### config.mk
export PLATFORM = sky130hd
export DESIGN_NAME = uart_rx_flat
export DESIGN_NICKNAME = d
export VERILOG_FILES = /design/src/rtl/uart_rx_pkg.sv /design/src/rtl/uart_rx_if.sv /design/src/rtl/uart_rx_sync.sv /design/src/rtl/uart_rx.sv /design/src/flat_wrapper.sv
export SDC_FILE = /design/constraint.sdc
export NUM_CORES = 1
export LEC_CHECK = 0
export BUFFER_PORTS_ARGS = -buffer_cell sky130_fd_sc_hd__buf_2
export CORE_ASPECT_RATIO = 0.5
export CORE_MARGIN = 10
export CORE_UTILIZATION = 40
export DETAILED_ROUTE_END_ITERATION = 8
export HOLD_SLACK_MARGIN = 0.03
export SLEW_MARGIN = 20
export SYNTH_ARGS = -nofsm -noshare
export SYNTH_HDL_FRONTEND = slang
export SYNTH_HIERARCHICAL = 1
export SYNTH_SLANG_ARGS = --single-unit
### constraint.sdc
create_clock -name clk -period 4.7 [get_ports clk]
set_input_delay 0.705 -clock clk [delete_from_list [all_inputs] [get_ports clk]]
set_output_delay 0.705 -clock clk [all_outputs]
set_load 0.005 [all_outputs]
### src/rtl/uart_rx_pkg.sv
// Shared UART definitions: state encodings and framing constants
// for the receive and transmit paths.
package uart_rx_pkg;

    localparam int DATA_BITS          = 8;
    localparam int MIN_CYCLES_PER_BIT = 4;

    typedef enum logic [2:0] {
        RX_IDLE,
        RX_START,
        RX_DATA,
        RX_STOP,
        RX_WAIT_IDLE
    } rx_state_e;

    typedef enum logic [1:0] {
        TX_IDLE,
        TX_START,
        TX_DATA,
        TX_STOP
    } tx_state_e;

endpackage

### src/rtl/uart_rx_if.sv
// Host-side bundle of the UART receiver: baud setting, line,
// received-byte handshake and sticky error flags.
interface uart_rx_if
    import uart_rx_pkg::*;
#(
    parameter int CLOCK_SCALE_BITS = 16
) ();

    logic [CLOCK_SCALE_BITS-1:0] cyclesPerBit;
    logic                        rx;
    logic                        busy;
    logic [DATA_BITS-1:0]        dataOut;
    logic                        dataAvailable;
    logic                        dataRead;
    logic                        framingError;
    logic                        overrunError;
    logic                        clearErrors;

    modport master (
        output cyclesPerBit, rx, dataRead, clearErrors,
        input  busy, dataOut, dataAvailable,
        input  framingError, overrunError
    );

    modport slave (
        input  cyclesPerBit, rx, dataRead, clearErrors,
        output busy, dataOut, dataAvailable,
        output framingError, overrunError
    );

endinterface

### src/rtl/uart_rx_sync.sv
// Two-flop synchroniser with a history flop for falling-edge
// detection of an asynchronous, idle-high input.
module uart_rx_sync (
    input  logic clk,
    input  logic rst,
    input  logic rx_i,
    output logic rxSync_o,
    output logic fall_o
);

    logic meta_q;
    logic sync_q;
    logic hist_q;

    always_ff @(posedge clk or negedge rst) begin
        if (!rst) begin
            meta_q <= 1'b1;
            sync_q <= 1'b1;
            hist_q <= 1'b1;
        end else begin
            meta_q <= rx_i;
            sync_q <= meta_q;
            hist_q <= sync_q;
        end
    end

    assign rxSync_o = sync_q;
    assign fall_o   = hist_q & ~sync_q;

endmodule

### src/rtl/uart_rx.sv
// 8N1 UART receiver: mid-bit sampling, single-byte holding register
// with available/read handshake, sticky framing and overrun errors.
module uart_rx
    import uart_rx_pkg::*;
#(
    parameter int CLOCK_SCALE_BITS = 16
) (
    input  logic      clk,
    input  logic      rst,
    uart_rx_if.slave  bus
);

    localparam logic [CLOCK_SCALE_BITS-1:0] CNT_ONE = 1;
    localparam logic [2:0] LAST_BIT = 3'(DATA_BITS - 1);

    logic rxSync;
    logic startFall;

    uart_rx_sync u_sync (
        .clk      (clk),
        .rst      (rst),
        .rx_i     (bus.rx),
        .rxSync_o (rxSync),
        .fall_o   (startFall)
    );

    rx_state_e                   state_q, state_d;
    logic [CLOCK_SCALE_BITS-1:0] delay_q, delay_d;
    logic [2:0]                  bit_q, bit_d;
    logic [DATA_BITS-1:0]        shift_q, shift_d;
    logic                        commit_q, commit_d;
    logic [DATA_BITS-1:0]        dataOut_q, dataOut_d;
    logic                        avail_q, avail_d;
    logic                        frameErr_q, frameErr_d;
    logic                        overErr_q, overErr_d;
    logic                        frameSet;

    logic [CLOCK_SCALE_BITS-1:0] halfBit;
    logic [CLOCK_SCALE_BITS-1:0] lastCnt;

    assign halfBit = bus.cyclesPerBit >> 1;
    assign lastCnt = bus.cyclesPerBit - CNT_ONE;

    always_comb begin
        state_d  = state_q;
        delay_d  = delay_q + CNT_ONE;
        bit_d    = bit_q;
        shift_d  = shift_q;
        commit_d = 1'b0;
        frameSet = 1'b0;
        unique case (state_q)
            RX_IDLE: begin
                delay_d = '0;
                if (startFall) state_d = RX_START;
            end
            RX_START: begin
                if (delay_q == halfBit) begin
                    delay_d = '0;
                    bit_d   = '0;
                    state_d = rxSync ? RX_IDLE : RX_DATA;
                end
            end
            RX_DATA: begin
                if (delay_q == lastCnt) begin
                    delay_d        = '0;
                    shift_d[bit_q] = rxSync;
                    if (bit_q == LAST_BIT) state_d = RX_STOP;
                    else bit_d = bit_q + 3'd1;
                end
            end
            RX_STOP: begin
                if (delay_q == lastCnt) begin
                    delay_d = '0;
                    if (rxSync) begin
                        commit_d = 1'b1;
                        state_d  = RX_IDLE;
                    end else begin
                        frameSet = 1'b1;
                        state_d  = RX_WAIT_IDLE;
                    end
                end
            end
            RX_WAIT_IDLE: begin
                // a held-low break line must not look like a new start
                delay_d = '0;
                if (rxSync) state_d = RX_IDLE;
            end
            default: begin
                delay_d = '0;
                state_d = RX_IDLE;
            end
        endcase
    end

    always_comb begin
        dataOut_d  = dataOut_q;
        avail_d    = avail_q;
        frameErr_d = frameErr_q;
        overErr_d  = overErr_q;
        if (bus.clearErrors) begin
            frameErr_d = 1'b0;
            overErr_d  = 1'b0;
        end
        if (frameSet) frameErr_d = 1'b1;
        if (bus.dataRead) avail_d = 1'b0;
        // a read in the commit cycle frees the holding register
        if (commit_q) begin
            if (!avail_q || bus.dataRead) begin
                dataOut_d = shift_q;
                avail_d   = 1'b1;
            end else begin
                overErr_d = 1'b1;
            end
        end
    end

    always_ff @(posedge clk or negedge rst) begin
        if (!rst) begin
            state_q    <= RX_IDLE;
            delay_q    <= '0;
            bit_q      <= '0;
            shift_q    <= '0;
            commit_q   <= 1'b0;
            dataOut_q  <= '0;
            avail_q    <= 1'b0;
            frameErr_q <= 1'b0;
            overErr_q  <= 1'b0;
        end else begin
            state_q    <= state_d;
            delay_q    <= delay_d;
            bit_q      <= bit_d;
            shift_q    <= shift_d;
            commit_q   <= commit_d;
            dataOut_q  <= dataOut_d;
            avail_q    <= avail_d;
            frameErr_q <= frameErr_d;
            overErr_q  <= overErr_d;
        end
    end

    assign bus.busy          = (state_q != RX_IDLE);
    assign bus.dataOut       = dataOut_q;
    assign bus.dataAvailable = avail_q;
    assign bus.framingError  = frameErr_q;
    assign bus.overrunError  = overErr_q;

endmodule

### src/flat_wrapper.sv
// flat-port wrapper written by rule: the top's interface ports become plain ports
module uart_rx_flat import uart_rx_pkg::*;
#(
    parameter int CLOCK_SCALE_BITS = 16
)
  (clk, rst, bus_cyclesPerBit, bus_rx, bus_dataRead, bus_clearErrors, bus_busy, bus_dataOut, bus_dataAvailable, bus_framingError, bus_overrunError);
  uart_rx_if #(.CLOCK_SCALE_BITS(CLOCK_SCALE_BITS)) bus_i ();
  input  logic clk;
  input  logic rst;
  input wire logic [$bits(bus_i.cyclesPerBit)-1:0] bus_cyclesPerBit;
  input wire logic [$bits(bus_i.rx)-1:0] bus_rx;
  input wire logic [$bits(bus_i.dataRead)-1:0] bus_dataRead;
  input wire logic [$bits(bus_i.clearErrors)-1:0] bus_clearErrors;
  output wire logic [$bits(bus_i.busy)-1:0] bus_busy;
  output wire logic [$bits(bus_i.dataOut)-1:0] bus_dataOut;
  output wire logic [$bits(bus_i.dataAvailable)-1:0] bus_dataAvailable;
  output wire logic [$bits(bus_i.framingError)-1:0] bus_framingError;
  output wire logic [$bits(bus_i.overrunError)-1:0] bus_overrunError;
  assign bus_i.cyclesPerBit = bus_cyclesPerBit;
  assign bus_i.rx = bus_rx;
  assign bus_i.dataRead = bus_dataRead;
  assign bus_i.clearErrors = bus_clearErrors;
  assign bus_busy = bus_i.busy;
  assign bus_dataOut = bus_i.dataOut;
  assign bus_dataAvailable = bus_i.dataAvailable;
  assign bus_framingError = bus_i.framingError;
  assign bus_overrunError = bus_i.overrunError;
  uart_rx #(.CLOCK_SCALE_BITS(CLOCK_SCALE_BITS)) u_core (.clk(clk), .rst(rst), .bus(bus_i));
endmodule
==> flow_metrics.tcl <==
set metrics [dict create \
    timing.rr.start "u_core/delay_q[6]" \
    floorplan_die_area_mm2 0.0111 \
    fmax_mhz 291 \
    start_util_pct 41.8 \
    ir_worst_vdd_mv 0.133 \
    switching_share_pct 29.9 \
    finalHoldViolations 0 \
    total_leakage_power_nw 1.48 \
    synth_edf_count 0 \
    first_pass_grt_wire_length_mm 10.9 \
    reg2regPathDepth 6 \
    min_delay_path_depth 0 \
    total_power_mw 1.02 \
    clkPwrFrac_pct 31.9 \
    ys_seq_elements 45 \
    crit_start "bus_cyclesPerBit[0]" \
    synth.cell_area_mm2 0.00285 \
    worstReg2RegEnd "u_core/bit_q[0]" \
    syn_to_final_growth_pct 12.0 \
    pin_count_of_the_biggest_net_entering_global_routing 46 \
    synthesis.area_per_instance_um2 9.75 \
    global_route.usage.total_pct 11.6 \
    worst_setup_path_end_kind "flop" \
    num_vias 2135 \
    timing.setup.tns_ns 0 \
    timing.max_slew.rel_slack_pct 42.2 \
    drt-vias-per-instance 5.23 \
    cts-root-buf "sky130_fd_sc_hd__clkbuf_16" \
    rsz_0062_raised_after_global_routing "false" \
    cts_buffer_depth 2 \
    path_class "in -> reg" \
    clock-skew-final_ns 0.00394 \
    final_layout_size_suffix_gt1_share_pct 20.9 \
    clock_latency_ns 0.27 \
    p_per_area_mw_per_mm2 319 \
    port-buffer-count 32 \
    die_y_extent_um 79.7 \
    comb_power_share_pct 20.4 \
    critPathLaunchType "input pin" \
    gp_congestion 0.844 \
    cts_htree_levels 2 \
    yosys.cell_types.count 53 \
    n_antenna_cell 0 \
    reg2reg_setup_slack_ns 2.01 \
    drt_pre_antenna_iters 4 \
    p_switching_mw 0.303 \
    synth.top_cell.area_share_pct 36.9 \
    drt_iter0_drc 179 \
    total_clock_buffers_created_by_cts 5 \
    pin_slew_with_the_least_headroom_to_its_limit_ns 0.865 \
    power.share.sequential_pct 47.7 \
    clock_sinks 45 \
    drc 0 \
    postSynthCellCount 292 \
    async_flop_share_pct 100 \
    final_nets 340 \
    final_period_minus_worst_setup_slack_ns 3.44 \
    first_global_vias 2249 \
    fin_crit_sh_pct 73.2 \
    cts_resized 0 \
    drt_wl_total_mm 6.19 \
    clk_pin_slew_worst_paths_ns 0.06 \
    synth_flop_cell "sky130_fd_sc_hd__dfrtp_1" \
    core_area_mm2 0.00681 \
    num_rows 21 \
    die_width_um 139 \
    critical_path.endpoint "u_core/shift_q[2]" \
    worstPathRequired_ns 4.86 \
    p_int_mw 0.712 \
    cts_post_setup_buffers_inserted 0 \
    detailedPlacementHpwl_mm 4.77 \
    portion_of_the_post_synthesis_area_used_by_sequential_elements_pct 39.7 \
    timing_max_transition_violations_final 0 \
    critical_path_arrival_ns 3.60 \
    design.portCount 33 \
    route.antenna.remaining_nets 0 \
    tritoncts_clock_tree "built" \
    avgRoutedWirePerCell_um 15.2 \
    syn-num-nets 317 \
    antenna_found_initial 0 \
    status "completed" \
    grt_overflow_total 0 \
    timing.final.setup_violations 0 \
    hp-class "reg -> reg" \
    cap_violations 0 \
    yosysWarningCount 6 \
    crit_fanout 9 \
    synth_top_area_cell "sky130_fd_sc_hd__dfrtp_1" \
    postPlaceCellArea_mm2 0.00305 \
    layout.cell_area.non_filler_mm2 0.00319 \
    hold_buffers 0 \
    synth.area.top_cells "sky130_fd_sc_hd__dfrtp_1 (37%), sky130_fd_sc_hd__xor2_1 (11%), sky130_fd_sc_hd__mux2_2 (5.1%)" \
]
==> synth_stat cells, types with 5 or more instances <==
cell / count
sky130_fd_sc_hd__nand2_1: 20
sky130_fd_sc_hd__clkbuf_1: 11
sky130_fd_sc_hd__mux2_1: 6
sky130_fd_sc_hd__nor4_1: 9
sky130_fd_sc_hd__nand3_1: 15
sky130_fd_sc_hd__nor3_1: 7
sky130_fd_sc_hd__dfrtp_1: 42
sky130_fd_sc_hd__o21ai_0: 5
sky130_fd_sc_hd__inv_1: 10
sky130_fd_sc_hd__nor2_1: 31
sky130_fd_sc_hd__mux2_2: 13
sky130_fd_sc_hd__xor2_1: 35
sky130_fd_sc_hd__nand4_1: 8
sky130_fd_sc_hd__xnor2_1: 16
==> per-layer routing <==
metal	vias up	share of wire, %	routed length, µm	global-route usage [%]
met2	41	47	2890	19.7
li1	1061	-	-	-
met3	2	3.4	210	2.08
met1	1031	49	3050	14.8
met4	0	0.58	36	3.11
met5	-	0	0	0
==> area by class of cell <==
type / instances / area [µm²]
Timing Repair Buffer: 32 / 163
Sequential cell: 45 / 1130
Inverter: 10 / 37.5
Tap cell: 92 / 115
Multi-Input combinational cell: 221 / 1610
Fill cell: 645 / 3620
Clock buffer: 8 / 136
==> state kept, by name, indices dropped and copies added, names as in the netlist <==
register	count
u_core/shift_q	8
u_core/bus.dataOut	8
u_core/commit_q	1
u_core/u_sync/meta_q	1
u_core/state_q	3
u_core/delay_q	16
u_core/bit_q	3
u_core/bus.overrunError	1
u_core/u_sync/rxSync_o	1
u_core/u_sync/hist_q	1
u_core/bus.framingError	1
u_core/bus.dataAvailable	1
==> power groups by stage <==
| stage | Combinational, mW | Sequential, mW | Clock [mW] |
|---|---|---|---|
| 2_1_floorplan | 0.198 | 0.445 | 0 |
| 3_5_place_dp | 0.206 | 0.491 | 0 |
| 4_1_cts | 0.208 | 0.484 | 0.333 |
| 3_3_place_gp | 0.203 | 0.489 | 0 |
| 6_report | 0.207 | 0.485 | 0.324 |
| 5_1_grt | 0.235 | 0.493 | 0.350 |
==> how the worst min path moves through the flow <==
| stage | startpoint | to | slack (ns) |
|---|---|---|---|
| after floorplan | u_core/u_sync/meta_q | u_core/u_sync/rxSync_o | 0.35 |
| final | u_core/u_sync/meta_q | u_core/u_sync/rxSync_o | 0.36 |
| after detailed placement | u_core/u_sync/meta_q | u_core/u_sync/rxSync_o | 0.36 |
| after CTS | u_core/u_sync/meta_q | u_core/u_sync/rxSync_o | 0.37 |
| after global placement | u_core/u_sync/meta_q | u_core/u_sync/rxSync_o | 0.35 |
| after global routing | u_core/u_sync/meta_q | u_core/u_sync/rxSync_o | 0.37 |
==> layout by cell type (no fill, tap or decap), drive strengths merged, types with 2 or more instances in the layout <==
cell    instances
nor2b           3
or4             2
o22ai           2
a21oi           2
nand2b          4
o21ai           5
mux2i           3
xnor2          16
mux2           19
a211oi          2
or3             2
and2            4
inv            10
nand3          16
nor4           11
nor3b           3
nand4           9
xor2           35
clkbuf          8
buf            32
dfstp           3
dfrtp          42
and3            4
ha              4
nor2           31
nor4b           2
nand2          20
nor3            8
==> cells by family after synthesis <==
kind of cell | count (synthesis) | share of synthesized area, %
simple gates | 121 | 23.6
xor+xnor | 51 | 15.7
flops | 45 | 39.7
buf+inv | 26 | 3.91
compound gates | 23 | 6.77
mux | 22 | 8.57
fa+ha+maj | 4 | 1.76
==> worst max-delay path, cell delays in order <==
cell	delay, ns
sky130_fd_sc_hd__buf_2	0.13
sky130_fd_sc_hd__inv_1	0.05
sky130_fd_sc_hd__ha_1	0.20
sky130_fd_sc_hd__nor3b_1	0.73
sky130_fd_sc_hd__nor3b_1	0.36
sky130_fd_sc_hd__a32o_1	0.23
sky130_fd_sc_hd__o21ai_0	0.14
sky130_fd_sc_hd__nor4_4	0.49
sky130_fd_sc_hd__nand4_1	0.20
sky130_fd_sc_hd__mux2_1	0.35
==> through the flow <==
step                hold WS, ns  worst slack, ns  instances  utilization, %
floorplan                 0.345             1.60        292               -
global placement          0.347             1.19        400            44.8
detailed placement        0.357             1.02        400            44.8
CTS                       0.366             1.28        408            46.8
global route              0.369             1.07        408            46.8
finish                    0.365             1.26        408            46.8
Note: power is estimated with default switching activity, not from simulation.
